[config.mk]
export PLATFORM = sky130hd
export DESIGN_NAME = smg_scan_decoder
export DESIGN_NICKNAME = d
export VERILOG_FILES = /design/src/rtl/smg_scan_decoder.sv
export SDC_FILE = /design/constraint.sdc
export NUM_CORES = 1
export LEC_CHECK = 0
export CORE_UTILIZATION = 52
export CTS_CLUSTER_DIAMETER = 150
export DETAILED_ROUTE_END_ITERATION = 8
export GPL_ROUTABILITY_DRIVEN = 0
export PLACE_DENSITY = 0.81
export SETUP_SLACK_MARGIN = 0.2
export SYNTH_ARGS = -nofsm -noshare
export SYNTH_HDL_FRONTEND = slang
export SYNTH_SLANG_ARGS = --single-unit
[constraint.sdc]
create_clock -name clk -period 2.2 [get_ports clk]
set_input_delay 0.55 -clock clk [delete_from_list [all_inputs] [get_ports clk]]
set_output_delay 0.55 -clock clk [all_outputs]
set_load 0.02 [all_outputs]
[src/rtl/smg_scan_decoder.sv]
// -----------------------------------------------------------------------------
// smg_scan_decoder
//   Receive-side readback of a multiplexed, active-low seven-segment scan.
//   Samples the segment and digit-select buses, ignores scan transitions,
//   decodes each stable digit back into a hex nibble and publishes the
//   reconstructed 4-digit value once every complete scan frame.
//
// Ports
//   clk             system clock (same clock as the display driver)
//   rst             asynchronous active-low reset
//   row_scan_sig    segment bus, active-low, {dp,g,f,e,d,c,b,a}
//   column_scan_sig digit select, active-low one-hot, bit n -> value[4n+3:4n]
//   value           last published frame, digit 0 in the LSB nibble
//   dp              decimal point per digit, 1 = lit
//   frame_valid     one-cycle pulse when value/dp/seg_err update
//   value_changed   pulse with frame_valid when the value moved (or first frame)
//   seg_err         last published frame held an unrecognised segment pattern
//   stalled         no capture for TIMEOUT_CYCLES cycles
// -----------------------------------------------------------------------------

// Per-digit capture slot: holds the latest capture for one digit position of
// the frame being assembled. A capture always wins over a frame clear so a
// digit landing on the publish edge opens the next frame.
module smg_digit_slot (
    input  logic       clk,
    input  logic       rst,
    input  logic       cap_en,
    input  logic       clr,
    input  logic [3:0] cap_nib,
    input  logic       cap_dp,
    input  logic       cap_bad,
    output logic [3:0] nib,
    output logic       dp_lit,
    output logic       seen,
    output logic       bad
);

    always_ff @(posedge clk or negedge rst) begin
        if (!rst) begin
            nib    <= 4'h0;
            dp_lit <= 1'b0;
            seen   <= 1'b0;
            bad    <= 1'b0;
        end else if (cap_en) begin
            nib    <= cap_nib;
            dp_lit <= cap_dp;
            seen   <= 1'b1;
            bad    <= cap_bad;
        end else if (clr) begin
            seen   <= 1'b0;
            bad    <= 1'b0;
        end
    end

endmodule

module smg_scan_decoder #(
    parameter int STABLE_CYCLES  = 4,
    parameter int TIMEOUT_CYCLES = 1000000,
    parameter int CNT_W          = 20
) (
    input  logic        clk,
    input  logic        rst,
    input  logic [7:0]  row_scan_sig,
    input  logic [3:0]  column_scan_sig,
    output logic [15:0] value,
    output logic [3:0]  dp,
    output logic        frame_valid,
    output logic        value_changed,
    output logic        seg_err,
    output logic        stalled
);

    localparam int NUM_DIGITS = 4;
    localparam int SC_W       = $clog2(STABLE_CYCLES + 1);

    localparam logic [SC_W-1:0]  STABLE_MAX = SC_W'(STABLE_CYCLES);
    localparam logic [SC_W-1:0]  STABLE_PRE = SC_W'(STABLE_CYCLES - 1);
    localparam logic [CNT_W-1:0] TMO_MAX    = CNT_W'(TIMEOUT_CYCLES);
    localparam logic [CNT_W-1:0] TMO_PRE    = CNT_W'(TIMEOUT_CYCLES - 1);

    typedef enum logic {
        WAIT_STABLE,
        CAPTURED
    } dwell_e;

    typedef struct packed {
        logic [3:0] nib;
        logic       dp;
        logic       bad;
    } cap_t;

    // ------------------------------------------------------------------
    // Input stage and stability tracking
    // ------------------------------------------------------------------
    logic [7:0]      row_q, prev_row_q;
    logic [3:0]      col_q, prev_col_q;
    logic [SC_W-1:0] stab_cnt;
    logic            same;
    logic            cnt_hit;
    logic [3:0]      sel;
    logic            one_low;

    assign same    = (row_q == prev_row_q) && (col_q == prev_col_q);
    // Counter moves from STABLE_CYCLES-1 to STABLE_CYCLES on this edge.
    assign cnt_hit = same && (stab_cnt == STABLE_PRE);
    assign sel     = ~col_q;
    // Exactly one select line low: blanking and overlap are never captured.
    assign one_low = (sel != 4'b0000) && ((sel & (sel - 4'd1)) == 4'b0000);

    always_ff @(posedge clk or negedge rst) begin
        if (!rst) begin
            row_q      <= 8'h00;
            col_q      <= 4'h0;
            prev_row_q <= 8'h00;
            prev_col_q <= 4'h0;
            stab_cnt   <= '0;
        end else begin
            row_q      <= row_scan_sig;
            col_q      <= column_scan_sig;
            prev_row_q <= row_q;
            prev_col_q <= col_q;
            if (!same)
                stab_cnt <= '0;
            else if (stab_cnt != STABLE_MAX)
                stab_cnt <= stab_cnt + 1'b1;
        end
    end

    // ------------------------------------------------------------------
    // Dwell FSM: at most one capture per stable dwell
    // ------------------------------------------------------------------
    dwell_e state_q, state_d;
    logic   capture;

    always_ff @(posedge clk or negedge rst) begin
        if (!rst)
            state_q <= WAIT_STABLE;
        else
            state_q <= state_d;
    end

    always_comb begin
        state_d = state_q;
        capture = 1'b0;
        case (state_q)
            WAIT_STABLE: begin
                if (cnt_hit && one_low) begin
                    capture = 1'b1;
                    state_d = CAPTURED;
                end
            end
            CAPTURED: begin
                if (!same)
                    state_d = WAIT_STABLE;
            end
            default: state_d = WAIT_STABLE;
        endcase
    end

    // ------------------------------------------------------------------
    // Segment pattern decode (active-low {g..a})
    // ------------------------------------------------------------------
    cap_t cap;

    always_comb begin
        cap.nib = 4'h0;
        cap.bad = 1'b0;
        cap.dp  = ~row_q[7];
        case (row_q[6:0])
            7'h40: cap.nib = 4'h0;
            7'h79: cap.nib = 4'h1;
            7'h24: cap.nib = 4'h2;
            7'h30: cap.nib = 4'h3;
            7'h19: cap.nib = 4'h4;
            7'h12: cap.nib = 4'h5;
            7'h02: cap.nib = 4'h6;
            7'h78: cap.nib = 4'h7;
            7'h00: cap.nib = 4'h8;
            7'h10: cap.nib = 4'h9;
            7'h08: cap.nib = 4'hA;
            7'h03: cap.nib = 4'hB;
            7'h46: cap.nib = 4'hC;
            7'h21: cap.nib = 4'hD;
            7'h06: cap.nib = 4'hE;
            7'h0E: cap.nib = 4'hF;
            default: cap.bad = 1'b1;
        endcase
    end

    // ------------------------------------------------------------------
    // Frame assembly
    // ------------------------------------------------------------------
    logic [NUM_DIGITS-1:0][3:0] slot_nib;
    logic [NUM_DIGITS-1:0]      slot_dp;
    logic [NUM_DIGITS-1:0]      seen;
    logic [NUM_DIGITS-1:0]      bad;
    logic [CNT_W-1:0]           tmo_cnt;
    logic                       first_frame;
    logic                       publish;
    logic                       timeout_hit;
    logic                       frame_clr;

    assign publish     = &seen;
    // A capture on the would-be timeout edge keeps the scan alive.
    assign timeout_hit = !capture && (tmo_cnt == TMO_PRE);
    assign frame_clr   = publish || timeout_hit;

    for (genvar n = 0; n < NUM_DIGITS; n++) begin : g_slot
        smg_digit_slot u_slot (
            .clk     (clk),
            .rst     (rst),
            .cap_en  (capture && sel[n]),
            .clr     (frame_clr),
            .cap_nib (cap.nib),
            .cap_dp  (cap.dp),
            .cap_bad (cap.bad),
            .nib     (slot_nib[n]),
            .dp_lit  (slot_dp[n]),
            .seen    (seen[n]),
            .bad     (bad[n])
        );
    end

    always_ff @(posedge clk or negedge rst) begin
        if (!rst) begin
            value         <= 16'h0000;
            dp            <= 4'h0;
            seg_err       <= 1'b0;
            frame_valid   <= 1'b0;
            value_changed <= 1'b0;
            stalled       <= 1'b0;
            tmo_cnt       <= '0;
            first_frame   <= 1'b1;
        end else begin
            frame_valid   <= publish;
            value_changed <= publish && ((slot_nib != value) || first_frame);
            if (publish) begin
                value       <= slot_nib;
                dp          <= slot_dp;
                seg_err     <= |bad;
                first_frame <= 1'b0;
            end

            if (capture)
                tmo_cnt <= '0;
            else if (tmo_cnt != TMO_MAX)
                tmo_cnt <= tmo_cnt + 1'b1;

            if (capture)
                stalled <= 1'b0;
            else if (timeout_hit)
                stalled <= 1'b1;
        end
    end

endmodule

Yosys cells after proc, flatten, opt, wreduce, memory -nomap -nowiden
Index checks and enable logic that the tools add are counted.
- flip-flop bits (word level): 101
- latch bits: 0
- memory bits (writable): 0
- ROM bits: 0
- input port bits: 14
- output and inout bits: 24
- logic and storage cells: 106
- memories: 0
- add/sub/neg operators: 3
- $mul: 0
- divide/modulo/power cells: 0
- order comparisons: 0
- eq/ne operators: 23
- shift operators: 0
- multiplexer cells: 21
- bitwise logic cells: 4
- reduce and logical (&&, ||, !) cells: 25
- operators with widths (operator ; count):
    $pmux 4 s15 ; 1
    $mux 20 ; 2
    $eq 7x7->1 const B ; 4
    $eq 7x5->1 const B ; 3
    $eq 7x6->1 const B ; 3
    $add 20x1->20 const B ; 1
    $eq 20x20->1 const B ; 1
    $ne 20x20->1 const B ; 1
    $ne 16x16->1 ; 1
    $reduce_or 16->1 ; 1
    $mux 1 ; 15
    $eq 7x2->1 const B ; 2
    $eq 7x4->1 const B ; 2
    $reduce_bool 2->1 ; 6
    $logic_and 1x1->1 ; 10
    $eq 8x8->1 ; 1
    $eq 7x3->1 const B ; 1
    $logic_not 7->1 ; 1
    $mux 3 ; 2
    $and 4x4->4 ; 1
    $eq 4x4->1 ; 1
    $logic_not 4->1 ; 1
    $not 4->4 ; 1
    $reduce_and 4->1 ; 1
    other kinds (11) ; 13

Longest topological paths before layout
Gate-level depths: netlist of the first run.
- depth after elaboration: 13
- depth in mapped cells: 9

Modules after synthesis
From an unflattened synthesis of the first run, not the netlist that was laid out.
- cell total of the unflattened synthesis: 429
- area, all modules: 4684.5 sq um
- by module, submodules not included (module ; times used ; cells each ; area an instance (sq um) ; sequential area each (sq um)):
    smg_scan_decoder ; 1 ; 361 ; 3533.4 ; 1828.0
    smg_digit_slot ; 4 ; 17 ; 287.8 ; 175.2

Least setup slack after synthesis of the first run
No wires, ideal clock.
- path type: flip-flop to flip-flop
- start: register row_q[2]
- end: register g_slot[1].u_slot.nib[0]
- arrival time: 2.190 ns
- path slack: -0.115 ns
- cell stages (with the launch flop): 9
- cells stage by stage: dfrtp_1 > buf_6 > xnor2_2 > nand4_1 > or3_1 > buf_2 > or4_4 > buf_6 > mux2_4
- longest elaborated chain between the ends: 7
- elaborated cells between the ends (all ways): 23
- ends and longest elaborated chain (element ; RTL line ; RTL):
    from (decl) ; 96 ; logic [7:0] row_q, prev_row_q;
    from (signal assigned) ; 119 ; row_q <= row_scan_sig;
    $eq 8x8->1 ; 104 ; assign same = (row_q == prev_row_q) && (col_q == prev_col_q);
    $logic_and 1x1->1 ; 104 ;
    $logic_and 1x1->1 ; 106 ; assign cnt_hit = same && (stab_cnt == STABLE_PRE);
    $logic_and 1x1->1 ; 148 ; if (cnt_hit && one_low) begin
    $mux 1 ; 148 ;
    $mux 1 ; 146 ; case (state_q)
    $logic_and 1x1->1 ; 213 ; .cap_en (capture && sel[n]),
    to (signal assigned) ; 45 ; nib <= cap_nib;
    to (decl) ; 32 ; output logic [3:0] nib,
Parallel ways exist; a longest one is shown, timed or not.
A chain may end at the register's enable or synchronous reset.

Final worst setup path of the first run
- start: register row_q[0]
- end: register g_slot[1].u_slot.nib[0]
Same word-level chain as after synthesis.

==> run metrics, run 1 <==
status finished clean; Die Height between 90 and 100 µm; reg-to-reg setup timing slack between 0.09 and 0.1 ns; num rows 33; global-route wire length before repair around 15 mm; Worst Skew approximately 0.016 ns; crit path max-delay cell type or4_4; CP endpoint kind flop; CP max stage delay a little over 0.5 ns; R2R Path End g_slot[1].u_slot.nib[0]$_DFFE_PN0P_; Core Area around 0.0083 mm²; Synth Register Bits 101; largest net degree at the start of global routing 53; critical path type flop to flop; Iteration-0 DRC Markers about 200; Layout area overhead 21.7%; IO buf count 37; initial antenna violation count 0; Unique masters post-synth 47; Total Routed Length 9.26 mm; Initial Utilization between 50 and 60%; Syn Nets between 400 and 500; arrival time at the worst endpoint approximately 2.4 ns; TritonCTS clock tree yes; Synth top cells by count 100 x dfrtp_1, 89 x nand2_1, 37 x nor2_1, 34 x xnor2_1, 16 x nand3_1; Max Cap Viol 0; Final #Nets around 500; top_reg_cell synth dfrtp_1; DR vias/cell roughly 5.5; maximum clock rate between 400 and 500 MHz; Die Area roughly 0.0090 mm²; required time at the worst-slack endpoint between 2 and 2.5 ns; Clock Tree Buf Depth 2; cts hold-fix bufs 0; top-count cell post-synth dfrtp_1; CTS Root Buffer Type clkbuf_8; antenna viol nets, final 0; area leader, netlist dfrtp_1; worst-margin pin slew between 0.4 and 0.5 ns; worst rel slew slack a little over two thirds; startpoint types flop; Area contributors post-synth dfrtp_1 56%, nand2_1 7.4%, xnor2_1 6.6%; Slew Limit Fails 0; Worst-path clk slew 0.11 ns; worst r2r src row_q[0]$_DFF_PN0_; Largest delay share family, worst path simple AND/OR/NAND/NOR gates; vias between 3000 and 4000; syn_area_per_cell 10.5 µm²; RSZ-0062 raised after global routing true; pwr/cell area roughly 610 mW/mm²; Post-synth EDFFs 0; Peak VDD IR around 0.00039 V; # fillers 605; Async SR Flop Fraction 100%; TritonCTS Buffers 9; Die Width roughly 95 µm; final cycle utilization of the critical path between 90% and 100%; DRC viols 0; hold slack slightly above 0.09 ns; mapped cell area 0.00450 mm²; I/O pins 38; final core utilization about 66%; CP Buf/Inv Count 0; total grt overflow 0; final HPWL from detailed placement just over 6 mm; CP Cell Sequence xnor2_1, nand4_1, or3_4, or4_4, mux2_4; Leakage 0.00279 µW; r2r worst-path depth 5; HP Class input pin to asynchronous set/reset pin; WL/cell ~16 µm; cell count after synthesis 429; Yosys top cell area share 55.6%; Tot GR Track Use between 20% and 30%; setup TNS 0 ns; H-tree depth 3; Final setup viols 0; Crit Path Max Fanout 8; Clock Sinks 101; Synth warnings 0; Tmin final 2.10 ns; worst-skew pair later-pin latency roughly 0.4 ns; number of global-route vias before repair roughly 3300; # diodes 0; Final Hold Fails 0; sequential fraction of the synthesis area a little under three fifths; First-pass DRT Iterations 4; share of cells above drive strength 1 16.7%
## layout by cell type, fill, tap and decap left out, types with 6 or more instances in the layout
cell	n
clkbuf_8	9
inv_1	7
mux2_4	6
xnor2_1	30
nor3_1	7
nand2_1	88
dlymetal6s2s_1	13
mux2_2	11
nand3_1	16
clkdlybuf4s50_1	23
dfrtp_1	99
xor2_1	12
nor2_1	36
nand4_1	11
o21ai_0	9
buf_4	26
## worst max path at each step
stage                                  start                                   to  slack, ns  depth (start not counted)
after floorplan           col_q[2]$_DFF_PN0_  g_slot[1].u_slot.nib[0]$_DFFE_PN0P_      0.007                          8
after global placement    row_q[6]$_DFF_PN0_  g_slot[1].u_slot.nib[0]$_DFFE_PN0P_       0.17                          5
after detailed placement  row_q[6]$_DFF_PN0_  g_slot[1].u_slot.nib[0]$_DFFE_PN0P_       0.12                          5
after CTS                 col_q[0]$_DFF_PN0_  g_slot[1].u_slot.nib[0]$_DFFE_PN0P_       0.12                          5
after global routing      row_q[0]$_DFF_PN0_  g_slot[1].u_slot.nib[2]$_DFFE_PN0P_       0.03                          5
final                     row_q[0]$_DFF_PN0_  g_slot[1].u_slot.nib[0]$_DFFE_PN0P_        0.1                          5
## kinds of logic (layout without fill, tap and decap cells)
kind of cell / count (synthesis) / in the layout / share of synthesized area (%)
buf+inv: 27 / 90 / 2.83
compound gates: 31 / 31 / 4.50
fa+ha+maj: 5 / 5 / 1.39
mux: 19 / 19 / 5.03
xor+xnor: 47 / 47 / 9.31
flops: 101 / 101 / 56.2
simple gates: 199 / 199 / 20.8
## power breakdown
group,total (µW),internal [µW],switching [µW]
logic,194,90.8,103
clock network,1260,555,705
registers,1900,1880,20.0
total,3350,2520,828
## layer usage
metal / GRT usage (%) / vias to the layer above / wire length, µm
met5: 0 / - / 0
met4: 10.4 / 0 / 201
met3: 4.78 / 23 / 377
met2: 36.6 / 89 / 4660
met1: 28.6 / 1637 / 4020
li1: - / 1560 / -
## cell type report
| class | instances | area [µm²] | area share, % |
|---|---|---|---|
| timing repair buffer | 66 | 646 | 11.8 |
| inverter | 8 | 30.0 | 0.548 |
| sequential | 101 | 2530 | 46.2 |
| clock inverter | 7 | 88.8 | 1.62 |
| clock buffer | 9 | 124 | 2.26 |
| multi-input combinational | 301 | 1930 | 35.2 |
| tap | 105 | 131 | 2.40 |
## repair_timing
action,in CTS,in global routing
buffers inserted,4,7
resized for setup,6,28
pin swaps,1,2
setup endpoints to repair,17,35
## flip-flops by register name, summed over array words and instances, names as in the netlist, 8 cells and up
name and cells:
row_q 8, value 16, tmo_cnt 20, prev_row_q 8
g_slot.u_slot.nib 16
## stage by stage
stage / instances / total power [µW] / area, µm² / setup slack [ns]
after floorplan: 429 / 2010 / 4560 / 0.00719
after global placement: 570 / 2090 / 5070 / 0.169
after detailed placement: 570 / 2100 / 5070 / 0.125
after CTS: 590 / 3340 / 5340 / 0.123
after global routing: 597 / 3480 / 5480 / 0.0343
final: 597 / 3350 / 5480 / 0.0955
Note: power is estimated with default switching activity, not from simulation.
==> run 2: changes to the inputs <==
--- a/config.mk
+++ b/config.mk
@@ -7,6 +7,7 @@
 export LEC_CHECK = 0
 export CORE_UTILIZATION = 52
 export CTS_CLUSTER_DIAMETER = 150
+export CTS_CLUSTER_SIZE = 25
 export DETAILED_ROUTE_END_ITERATION = 8
 export GPL_ROUTABILITY_DRIVEN = 0
 export PLACE_DENSITY = 0.81
==> results of run 2 <==
Same layout as run 1: the final DEF is identical, and so are final timing and power.
==> run 3: changes to the inputs <==
--- a/config.mk
+++ b/config.mk
@@ -5,12 +5,12 @@
 export SDC_FILE = /design/constraint.sdc
 export NUM_CORES = 1
 export LEC_CHECK = 0
-export CORE_UTILIZATION = 52
-export CTS_CLUSTER_DIAMETER = 150
+export CORE_UTILIZATION = 25
 export CTS_CLUSTER_SIZE = 25
 export DETAILED_ROUTE_END_ITERATION = 8
+export DONT_BUFFER_PORTS = 1
 export GPL_ROUTABILITY_DRIVEN = 0
-export PLACE_DENSITY = 0.81
+export PLACE_DENSITY = 0.45
 export SETUP_SLACK_MARGIN = 0.2
 export SYNTH_ARGS = -nofsm -noshare
 export SYNTH_HDL_FRONTEND = slang
==> run metrics, run 3 (synthesis results as in run 1) <==
DRC viols 0; # fillers approximately 1800; initial antenna violation count 0; share of cells above drive strength 1 around 15%; Final setup viols 0; final HPWL from detailed placement about 6.3 mm; hold slack -0.101 ns; CTS Root Buffer Type clkbuf_16; Layout area overhead 15.6%; failing checks negative hold slack; H-tree depth 3; Die Height about 140 µm; WL/cell between 10 and 15 µm; Biggest register tmo_cnt; startpoint types flop; required time at the worst-slack endpoint 2.44 ns; vias 3001; worst-margin pin slew between 0.4 and 0.5 ns; Worst-path clk slew 0.07 ns; First-pass DRT Iterations 4; Die Area roughly 0.019 mm²; status complete, but fails checks; CP endpoint kind flop; pre-CTS setup slack approximately 0.11 ns; final cycle utilization of the critical path between 90% and 100%; antenna viol nets, final 0; PnR worst setup slack between 0.1 and 0.15 ns; Max Cap Viol 0; pwr/cell area ~670 mW/mm²; Slew Limit Fails 0; most frequent cells in the layout 100 x dfrtp_1, 88 x nand2_1, 36 x nor2_1, 32 x xnor2_1, 20 x buf_4; DR vias/cell about 4.5; Clock Tree Buf Depth 2; Largest register FFs 20; setup TNS 0 ns; Peak VDD IR approximately 0.00047 V; Tot GR Track Use 10.9%; IO buf count 0; Final Hold Fails 100; Iteration-0 DRC Markers between 100 and 150; Initial Utilization 25.9%; number of global-route vias before repair just under 3000; Tmin final a little over 2 ns; Total Routed Length slightly above 9 mm; biggest regs tmo_cnt (20), g_slot.u_slot.nib (16), value (16); multi-input logic area between 0.0015 and 0.002 mm²; Power, Total between 3000 and 4000 µW; TritonCTS Buffers 9; worst rel slew slack between 60% and 70%; Register Area ~0.0025 mm²; TritonCTS clock tree yes; Final #Nets between 400 and 500; num rows 48; Die Width around 140 µm; most common cell after layout, fill and taps aside dfrtp_1; total grt overflow 0; HP Class input pin to asynchronous set/reset pin; Leakage 0.00239 µW; worst-skew pair later-pin latency approximately 0.35 ns; Worst Skew between 0.01 and 0.015 ns; Core Area between 0.015 and 0.02 mm²; critical path type flop to flop; maximum clock rate just under 500 MHz; arrival time at the worst endpoint between 2 and 2.5 ns; largest net degree at the start of global routing around 100; RSZ-0062 raised after global routing true; global-route wire length before repair about 15 mm; Clock Sinks 101; I/O pins 38; Crit Path Max Fanout 5; # diodes 0
## run 3: critical path, stage by stage (launching register included)
cell and delay [ns]:
dfrtp_1 0.39, xnor2_2 0.15, nand4_1 0.16, or3_4 0.43, or4_4 0.50, mux2_4 0.32
## run 3: per-stage QoR
step                      util (%)  instances  cell area (µm²)  hold WS, ns
final                         29.9        672             5210       -0.101
after global routing          29.9        672             5210       -0.128
after CTS                     29.5        669             5140       -0.131
after detailed placement      27.8        653             4840        0.258
after global placement        27.8        653             4840        0.258
after floorplan                  -        429             4560        0.254
## run 3: path summary, 6_finish.rpt
path,startpoint,endpoint,slack (ns),cells after the start
setup reg to reg,prev_row_q[5]$_DFF_PN0_,g_slot[1].u_slot.nib[1]$_DFFE_PN0P_,0.14,5
setup / recovery,prev_row_q[5]$_DFF_PN0_,g_slot[1].u_slot.nib[1]$_DFFE_PN0P_,0.14,5
min in group clk,row_scan_sig[4],row_q[4]$_DFF_PN0_,0.23,0
max in group asynchronous,rst,first_frame$_DFFE_PN1P_,2.06,0
hold reg to reg,g_slot[2].u_slot.dp_lit$_DFFE_PN0P_,dp[2]$_DFFE_PN0P_,0.48,2
hold / removal,rst,prev_row_q[6]$_DFF_PN0_,-0.10,0
## run 3: area by class of cell
cell class | instances | share of cell area (%)
inverter | 8 | 0.577
timing repair buffer | 20 | 2.88
multi-input combinational | 302 | 37.2
sequential | 101 | 48.6
tap | 225 | 5.41
clock inverter | 4 | 0.649
clock buffer | 12 | 4.73
## run 3: routing by layer
layer | global-route usage, % | wire length [µm]
met1 | 14.4 | 4530
met2 | 16.7 | 4190
met3 | 3.13 | 468
met4 | 4.63 | 164
met5 | 0 | 0
## run 3: power breakdown
part	internal [µW]	leakage (µW)	switching (µW)	total [µW]
Combinational	51.3	0.000913	57.0	108
Sequential	1880	0.00134	17.3	1900
Clock	809	0.000139	700	1510
## run 3: what timing repair did
action | in CTS | in global routing
setup buffers | 0 | 2
gates resized for setup | 6 | 11
pin swaps | 1 | 1
endpoints found under the setup margin | 18 | 22
endpoints found under the hold margin | 100 | 100
cloned | 0 | 1
